File: src/rtl/dm_ctrl_if.sv
// Request/response bus between a requester and the dm_ctrl data-memory controller.
// The requester uses the master modport; the controller uses the slave modport.
interface dm_ctrl_if #(
    parameter int ADDR_W = 9
) ();
    logic              req_valid;
    logic              req_ready;
    logic              req_we;
    logic [1:0]        req_size;
    logic              req_unsigned;
    logic [ADDR_W-1:0] req_addr;
    logic [31:0]       req_wdata;
    logic              rsp_valid;
    logic              rsp_ready;
    logic [31:0]       rsp_rdata;
    logic              rsp_err;

    modport master (
        output req_valid, req_we, req_size, req_unsigned, req_addr, req_wdata, rsp_ready,
        input  req_ready, rsp_valid, rsp_rdata, rsp_err
    );

    modport slave (
        input  req_valid, req_we, req_size, req_unsigned, req_addr, req_wdata, rsp_ready,
        output req_ready, rsp_valid, rsp_rdata, rsp_err
    );
endinterface

File: src/rtl/dm_ctrl.sv
// Single-port data-memory controller: byte/half/word loads and stores with optional wait states.
// Define DM_MISALIGN_TRAP_EN to reject misaligned half/word accesses with rsp_err.
module dm_ctrl #(
    parameter int ADDR_W      = 9,
    parameter int WAIT_CYCLES = 0
) (
    input  logic        clk,
    input  logic        rst_n,
    dm_ctrl_if.slave    bus
);
    localparam int DEPTH = 2 ** (ADDR_W - 2);
    localparam int CNT_W = (WAIT_CYCLES > 1) ? $clog2(WAIT_CYCLES + 1) : 1;
    localparam logic [CNT_W-1:0] CNT_INIT = CNT_W'((WAIT_CYCLES > 0) ? WAIT_CYCLES - 1 : 0);

    typedef enum logic [1:0] {
        S_IDLE,
        S_WAIT,
        S_RESP
    } state_e;

    state_e            state_q, state_d;
    logic [CNT_W-1:0]  cnt_q, cnt_d;
    logic              we_q, we_d;
    logic [1:0]        size_q, size_d;
    logic              uns_q, uns_d;
    logic [ADDR_W-1:0] addr_q, addr_d;
    logic [31:0]       wdata_q, wdata_d;
    logic [31:0]       rdata_q, rdata_d;
    logic              err_q, err_d;

    logic [31:0]       mem [DEPTH];
    logic              accept;
    logic              commit;
    logic              mem_we;
    logic [ADDR_W-3:0] widx;
    logic [1:0]        lane;
    logic [31:0]       rd_word;
    logic [31:0]       wr_data;
    logic [3:0]        be;
    logic [31:0]       acc_rdata;
    logic              acc_err;
    logic              misaligned;
    logic [7:0]        sel_byte;
    logic [15:0]       sel_half;

    assign accept = (state_q == S_IDLE) && bus.req_valid;

    // The access path works on the _d operands so a zero-wait access can commit on the accept edge.
    always_comb begin
        we_d    = we_q;
        size_d  = size_q;
        uns_d   = uns_q;
        addr_d  = addr_q;
        wdata_d = wdata_q;
        if (accept) begin
            we_d    = bus.req_we;
            size_d  = bus.req_size;
            uns_d   = bus.req_unsigned;
            addr_d  = bus.req_addr;
            wdata_d = bus.req_wdata;
        end
    end

    assign widx    = addr_d[ADDR_W-1:2];
    assign lane    = addr_d[1:0];
    assign rd_word = mem[widx];

    // NOTE: every output of a combinational block gets a default first, so no path can infer a latch.
    always_comb begin
        be         = 4'b1111;
        wr_data    = wdata_d;
        acc_rdata  = rd_word;
        acc_err    = 1'b0;
        misaligned = 1'b0;
        sel_byte   = rd_word[8*lane +: 8];
        sel_half   = lane[1] ? rd_word[31:16] : rd_word[15:0];
        unique case (size_d)
            2'b00: begin
                be        = 4'b0001 << lane;
                wr_data   = {4{wdata_d[7:0]}};
                acc_rdata = {{24{sel_byte[7] & ~uns_d}}, sel_byte};
            end
            2'b01: begin
                be         = lane[1] ? 4'b1100 : 4'b0011;
                wr_data    = {2{wdata_d[15:0]}};
                acc_rdata  = {{16{sel_half[15] & ~uns_d}}, sel_half};
                misaligned = lane[0];
            end
            default: begin
                misaligned = (lane != 2'b00);
            end
        endcase
`ifdef DM_MISALIGN_TRAP_EN
        if (misaligned) begin
            be        = 4'b0000;
            acc_rdata = 32'h0;
            acc_err   = 1'b1;
        end
`endif
        if (we_d) begin
            acc_rdata = 32'h0;
        end
    end

    always_comb begin
        state_d = state_q;
        cnt_d   = cnt_q;
        rdata_d = rdata_q;
        err_d   = err_q;
        commit  = 1'b0;
        unique case (state_q)
            S_IDLE: begin
                if (accept) begin
                    if (WAIT_CYCLES == 0) begin
                        state_d = S_RESP;
                        commit  = 1'b1;
                    end else begin
                        state_d = S_WAIT;
                        cnt_d   = CNT_INIT;
                    end
                end
            end
            S_WAIT: begin
                if (cnt_q == '0) begin
                    state_d = S_RESP;
                    commit  = 1'b1;
                end else begin
                    cnt_d = cnt_q - CNT_W'(1);
                end
            end
            S_RESP: begin
                if (bus.rsp_ready) begin
                    state_d = S_IDLE;
                end
            end
            default: state_d = S_IDLE;
        endcase
        if (commit) begin
            rdata_d = acc_rdata;
            err_d   = acc_err;
        end
    end

    // Gating with rst_n keeps an edge sampled during reset from writing the array.
    assign mem_we = commit && we_d && rst_n;

    // NOTE: sequential state uses non-blocking assignments so every flop samples pre-edge values.
    always_ff @(posedge clk or negedge rst_n) begin
        if (!rst_n) begin
            state_q <= S_IDLE;
            cnt_q   <= '0;
            we_q    <= 1'b0;
            size_q  <= 2'b00;
            uns_q   <= 1'b0;
            addr_q  <= '0;
            wdata_q <= 32'h0;
            rdata_q <= 32'h0;
            err_q   <= 1'b0;
        end else begin
            state_q <= state_d;
            cnt_q   <= cnt_d;
            we_q    <= we_d;
            size_q  <= size_d;
            uns_q   <= uns_d;
            addr_q  <= addr_d;
            wdata_q <= wdata_d;
            rdata_q <= rdata_d;
            err_q   <= err_d;
        end
    end

    // NOTE: the memory array has no reset; its contents are undefined until written.
    always_ff @(posedge clk) begin
        if (mem_we) begin
            for (int b = 0; b < 4; b++) begin
                if (be[b]) begin
                    mem[widx][8*b +: 8] <= wr_data[8*b +: 8];
                end
            end
        end
    end

    assign bus.req_ready = (state_q == S_IDLE);
    assign bus.rsp_valid = (state_q == S_RESP);
    assign bus.rsp_rdata = rdata_q;
    assign bus.rsp_err   = err_q;
endmodule

File: src/flat_wrapper.sv
// flat-port wrapper written by rule: the top's interface ports become plain ports
module dm_ctrl_flat 
#(
    parameter int ADDR_W      = 9,
    parameter int WAIT_CYCLES = 0
)
  (clk, rst_n, bus_req_valid, bus_req_we, bus_req_size, bus_req_unsigned, bus_req_addr, bus_req_wdata, bus_rsp_ready, bus_req_ready, bus_rsp_valid, bus_rsp_rdata, bus_rsp_err);
  dm_ctrl_if #(.ADDR_W(ADDR_W)) bus_i ();
  input  logic clk;
  input  logic rst_n;
  input wire logic [$bits(bus_i.req_valid)-1:0] bus_req_valid;
  input wire logic [$bits(bus_i.req_we)-1:0] bus_req_we;
  input wire logic [$bits(bus_i.req_size)-1:0] bus_req_size;
  input wire logic [$bits(bus_i.req_unsigned)-1:0] bus_req_unsigned;
  input wire logic [$bits(bus_i.req_addr)-1:0] bus_req_addr;
  input wire logic [$bits(bus_i.req_wdata)-1:0] bus_req_wdata;
  input wire logic [$bits(bus_i.rsp_ready)-1:0] bus_rsp_ready;
  output wire logic [$bits(bus_i.req_ready)-1:0] bus_req_ready;
  output wire logic [$bits(bus_i.rsp_valid)-1:0] bus_rsp_valid;
  output wire logic [$bits(bus_i.rsp_rdata)-1:0] bus_rsp_rdata;
  output wire logic [$bits(bus_i.rsp_err)-1:0] bus_rsp_err;
  assign bus_i.req_valid = bus_req_valid;
  assign bus_i.req_we = bus_req_we;
  assign bus_i.req_size = bus_req_size;
  assign bus_i.req_unsigned = bus_req_unsigned;
  assign bus_i.req_addr = bus_req_addr;
  assign bus_i.req_wdata = bus_req_wdata;
  assign bus_i.rsp_ready = bus_rsp_ready;
  assign bus_req_ready = bus_i.req_ready;
  assign bus_rsp_valid = bus_i.rsp_valid;
  assign bus_rsp_rdata = bus_i.rsp_rdata;
  assign bus_rsp_err = bus_i.rsp_err;
  dm_ctrl #(.ADDR_W(ADDR_W), .WAIT_CYCLES(WAIT_CYCLES)) u_core (.clk(clk), .rst_n(rst_n), .bus(bus_i));
endmodule
File: config.mk
export PLATFORM = sky130hd
export DESIGN_NAME = dm_ctrl_flat
export DESIGN_NICKNAME = d
export VERILOG_FILES = /design/src/rtl/dm_ctrl_if.sv /design/src/rtl/dm_ctrl.sv /design/src/flat_wrapper.sv
export SDC_FILE = /design/constraint.sdc
export NUM_CORES = 2
export LEC_CHECK = 0
export BUFFER_PORTS_ARGS = -buffer_cell sky130_fd_sc_hd__buf_2
export CORE_ASPECT_RATIO = 1.4
export CORE_UTILIZATION = 49
export CTS_CLUSTER_DIAMETER = 30
export DETAILED_ROUTE_END_ITERATION = 10
export PLACE_DENSITY = 0.64
export SYNTH_ARGS = -nofsm -noshare
export SYNTH_HDL_FRONTEND = slang
export SYNTH_SLANG_ARGS = --single-unit
File: constraint.sdc
create_clock -name clk -period 20.9 [get_ports clk]
set_input_delay 0 -clock clk [delete_from_list [all_inputs] [get_ports clk]]
set_output_delay 0 -clock clk [all_outputs]
set_load 0.02 [all_outputs]
==> impl_metrics.toml <==
[power_and_ir_drop]
power_leakage_uw = 0.0594
power_frac_clock = 0.399
p_seq_frac = 0.426
p_per_area_nw_per_um2 = 126
p_int_uw = 16500
power_uw = 23600
p_sw_uw = 7110
p_sw_frac = 0.301
combPwrFrac = 0.174
peakVddDrop_mv = 0.0983

[detailed_routing]
dr_wl_met2_um = 255000
drt-met1-wl_um = 182000
viasPerCell = 6.83
drt_pass1_iterations = 10
drcViolationCount = 0
num_vias = 105000
top_layer = "met5"
wl_met3_um = 58700
drtIter0Drc = 16200
ant_nets = 0
wl_per_cell_um = 35.1
wl_um = 542000

[synth]
synth_xor_area_frac = 0
yosysWarnings = 0
syn-num-nets = 10300
synth_fa_ha_area_frac = 0
syn_area_um2 = 160000
synth-seq-area-share = 0.782
synthArstFlopShare = 0.0185
synth_ff_type = "edfxtp_1"
synth_edf_count = 4096
synth_compound_area_frac = 0.111
syn_area_per_cell_um2 = 15.6
synthMuxAreaShare = 0.0121
synth_cell_type_count = 86
netlist_instances = 10200
synth-simple-area-share = 0.0666
synth_top_family_by_area = "compound AO/OA/AOI/OAI gates"
ys_ff_latch = 4173

[global_route]
grt_max_degree = 144
first_global_vias = 102000
grt_first_pass_wirelength_um = 761000
grt_antenna_before_repair = 26
grt_usage = 0.323
grt_remaining_overflow = 0

[critical_path]
crit_type = "reg2reg"
reg2reg_depth = 14
endpoint_kind = "register"
start_kind = "register"
path_max_fanout = 123
cp.required_ns = 21.78
cp.arrival_ns = 9.43

[floorplanning]
dieArea_um2 = 328000
rows = 247
core_um2 = 324000
die_h_um = 678
die_w_um = 485
initial_utilization = 0.493
ios = 84

[sta]
grt_setup_unrepaired = "no"
timing.final.crit_share = 0.409
setup_viol = 0
hold_slack_ns = 0.132
timing.fmax_mhz = 117
slew_headroom = 0.000449
tightestPinTransition_ns = 1.48
tns_ns = 0
skew_ns = 0.0475
slew_viol_final = 0
hold_violations = 0
fin_crit_ns = 8.55

[cells_and_area]
mostFrequentLayoutCells = "4096 x edfxtp_1, 1086 x o22ai_1, 765 x nor3_1"
fin_nets = 10800
syn2layout_area_growth_pct = 16.8
layout_commonest_cell = "edfxtp_1"
drive_gt1_frac = 0.156

[clock_tree]
postCtsHoldBufs = 94
clock_sinks = 4173
root_buffer = "clkbuf_16"
clock_path_buffers = 4
cts_buffers = 547
cts_max_level = 6
postCtsSetupBuffers = 0
cts_tree = "done"
worstSkewPairLatency_ns = 0.95
clk_transition_reported_paths_ns = 0.06
cts-resized-gates = 0

[hold_path]
hold_path_depth = 3
hold_class = "in2reg"

[place]
dp_hpwl_um = 320000
port_buffers = 82
place_congestion = 0.946

[run_status]
status = "finished, violations left"
failed_checks = "capacitance limit"

[job]
cap_violations = 2
==> cells by family (layout without fill, tap and decap cells) <==
family	Yosys count	in the layout
compound gates	2524	2524
simple gates	2359	2359
buf+inv	986	1941
flops	4173	4173
mux	190	190
other cells	1	22
==> power by group through the flow <==
stage	registers, µW	logic [µW]	clock network, µW
after floorplan	10300	2020	0
after global placement	10200	3890	0
after detailed placement	10200	3960	0
after CTS	10100	3990	9450
after global routing	10100	4180	9780
final	10100	4120	9420
==> state kept, by name, summed over array words and instances, names as in the netlist <==
name	flops
u_core.mem	4096
u_core.addr_q	9
u_core.state_q	1
u_core.uns_q	1
u_core.bus.rsp_rdata	32
u_core.wdata_q	32
u_core.size_q	2
==> per-layer routing <==
layer / vias to the layer above / track usage
li1: 42600 / -
met1: 53500 / 0.388
met2: 7658 / 0.516
met3: 1685 / 0.0685
met4: 18 / 0.239
met5: - / 0
==> path summary, 6_finish.rpt <==
kind	from	endpoint	slack, ns
max	u_core.state_q[1]	u_core.bus.rsp_rdata[6]	12.35
min	bus_req_addr[4]	u_core.addr_q[4]	0.13
max reg2reg	u_core.state_q[1]	u_core.bus.rsp_rdata[6]	12.35
min reg2reg	u_core.wdata_q[21]	u_core.wdata_q[21]	0.48
max in group asynchronous	rst_n	u_core.addr_q[2]	19.95
min in group asynchronous	rst_n	u_core.wdata_q[1]	0.23
==> critical path, cell delays in order (launching register included) <==
cell and delay [ns]:
dfrtp_1 0.69, nand2b_4 0.66, buf_4 0.56, mux2_8 0.68
buf_12 0.56, buf_4 0.67, a211oi_1 0.13, nor4_1 0.44
o22ai_1 0.20, a2111oi_0 1.23, nand4_1 1.05, mux2i_1 0.53
nor2_1 0.12, o31ai_1 0.21, dlygate4sd3_1 0.57
==> Yosys cell counts (70+ instances only) <==
| cell type | number | share of area |
|---|---|---|
| a31oi_1 | 124 | 0.0049 |
| dfrtp_1 | 77 | 0.012 |
| buf_1 | 70 | 0.0016 |
| nor4_1 | 71 | 0.0028 |
| o21ai_0 | 204 | 0.0064 |
| edfxtp_1 | 4096 | 0.77 |
| mux2i_1 | 182 | 0.011 |
| o221ai_1 | 229 | 0.013 |
| nand2_1 | 722 | 0.017 |
| a32oi_1 | 70 | 0.0038 |
| clkbuf_1 | 314 | 0.0074 |
| buf_4 | 76 | 0.0036 |
| nor3_1 | 809 | 0.025 |
| o22ai_1 | 1086 | 0.043 |
| nand3_1 | 219 | 0.0069 |
| a21oi_1 | 105 | 0.0033 |
| buf_2 | 343 | 0.011 |
| o22a_1 | 79 | 0.0043 |
| inv_1 | 152 | 0.0036 |
| nor2_1 | 443 | 0.010 |
| a211oi_1 | 263 | 0.012 |
==> metrics by stage <==
step                setup slack, ns  instance area [µm²]   util  cells
CTS                           12.50               187000  0.576  15400
finish                        12.35               187000  0.576  15400
detailed placement            13.05               167000  0.516  14300
global placement              13.14               167000  0.516  14300
global route                  12.28               187000  0.576  15400
floorplan                     12.54               160000      -  10200
==> final cells by class <==
cell class                 count  area (µm²)
fill                       24300      137000
sequential                  4173      125000
multi-input combinational   5074       31100
clock buffer                 614       14500
timing repair buffer         783        6200
tap                         4233        5300
clock inverter               390        4040
inverter                     154         606
antenna                       21        52.6
Note: power is estimated with default switching activity, not from simulation.
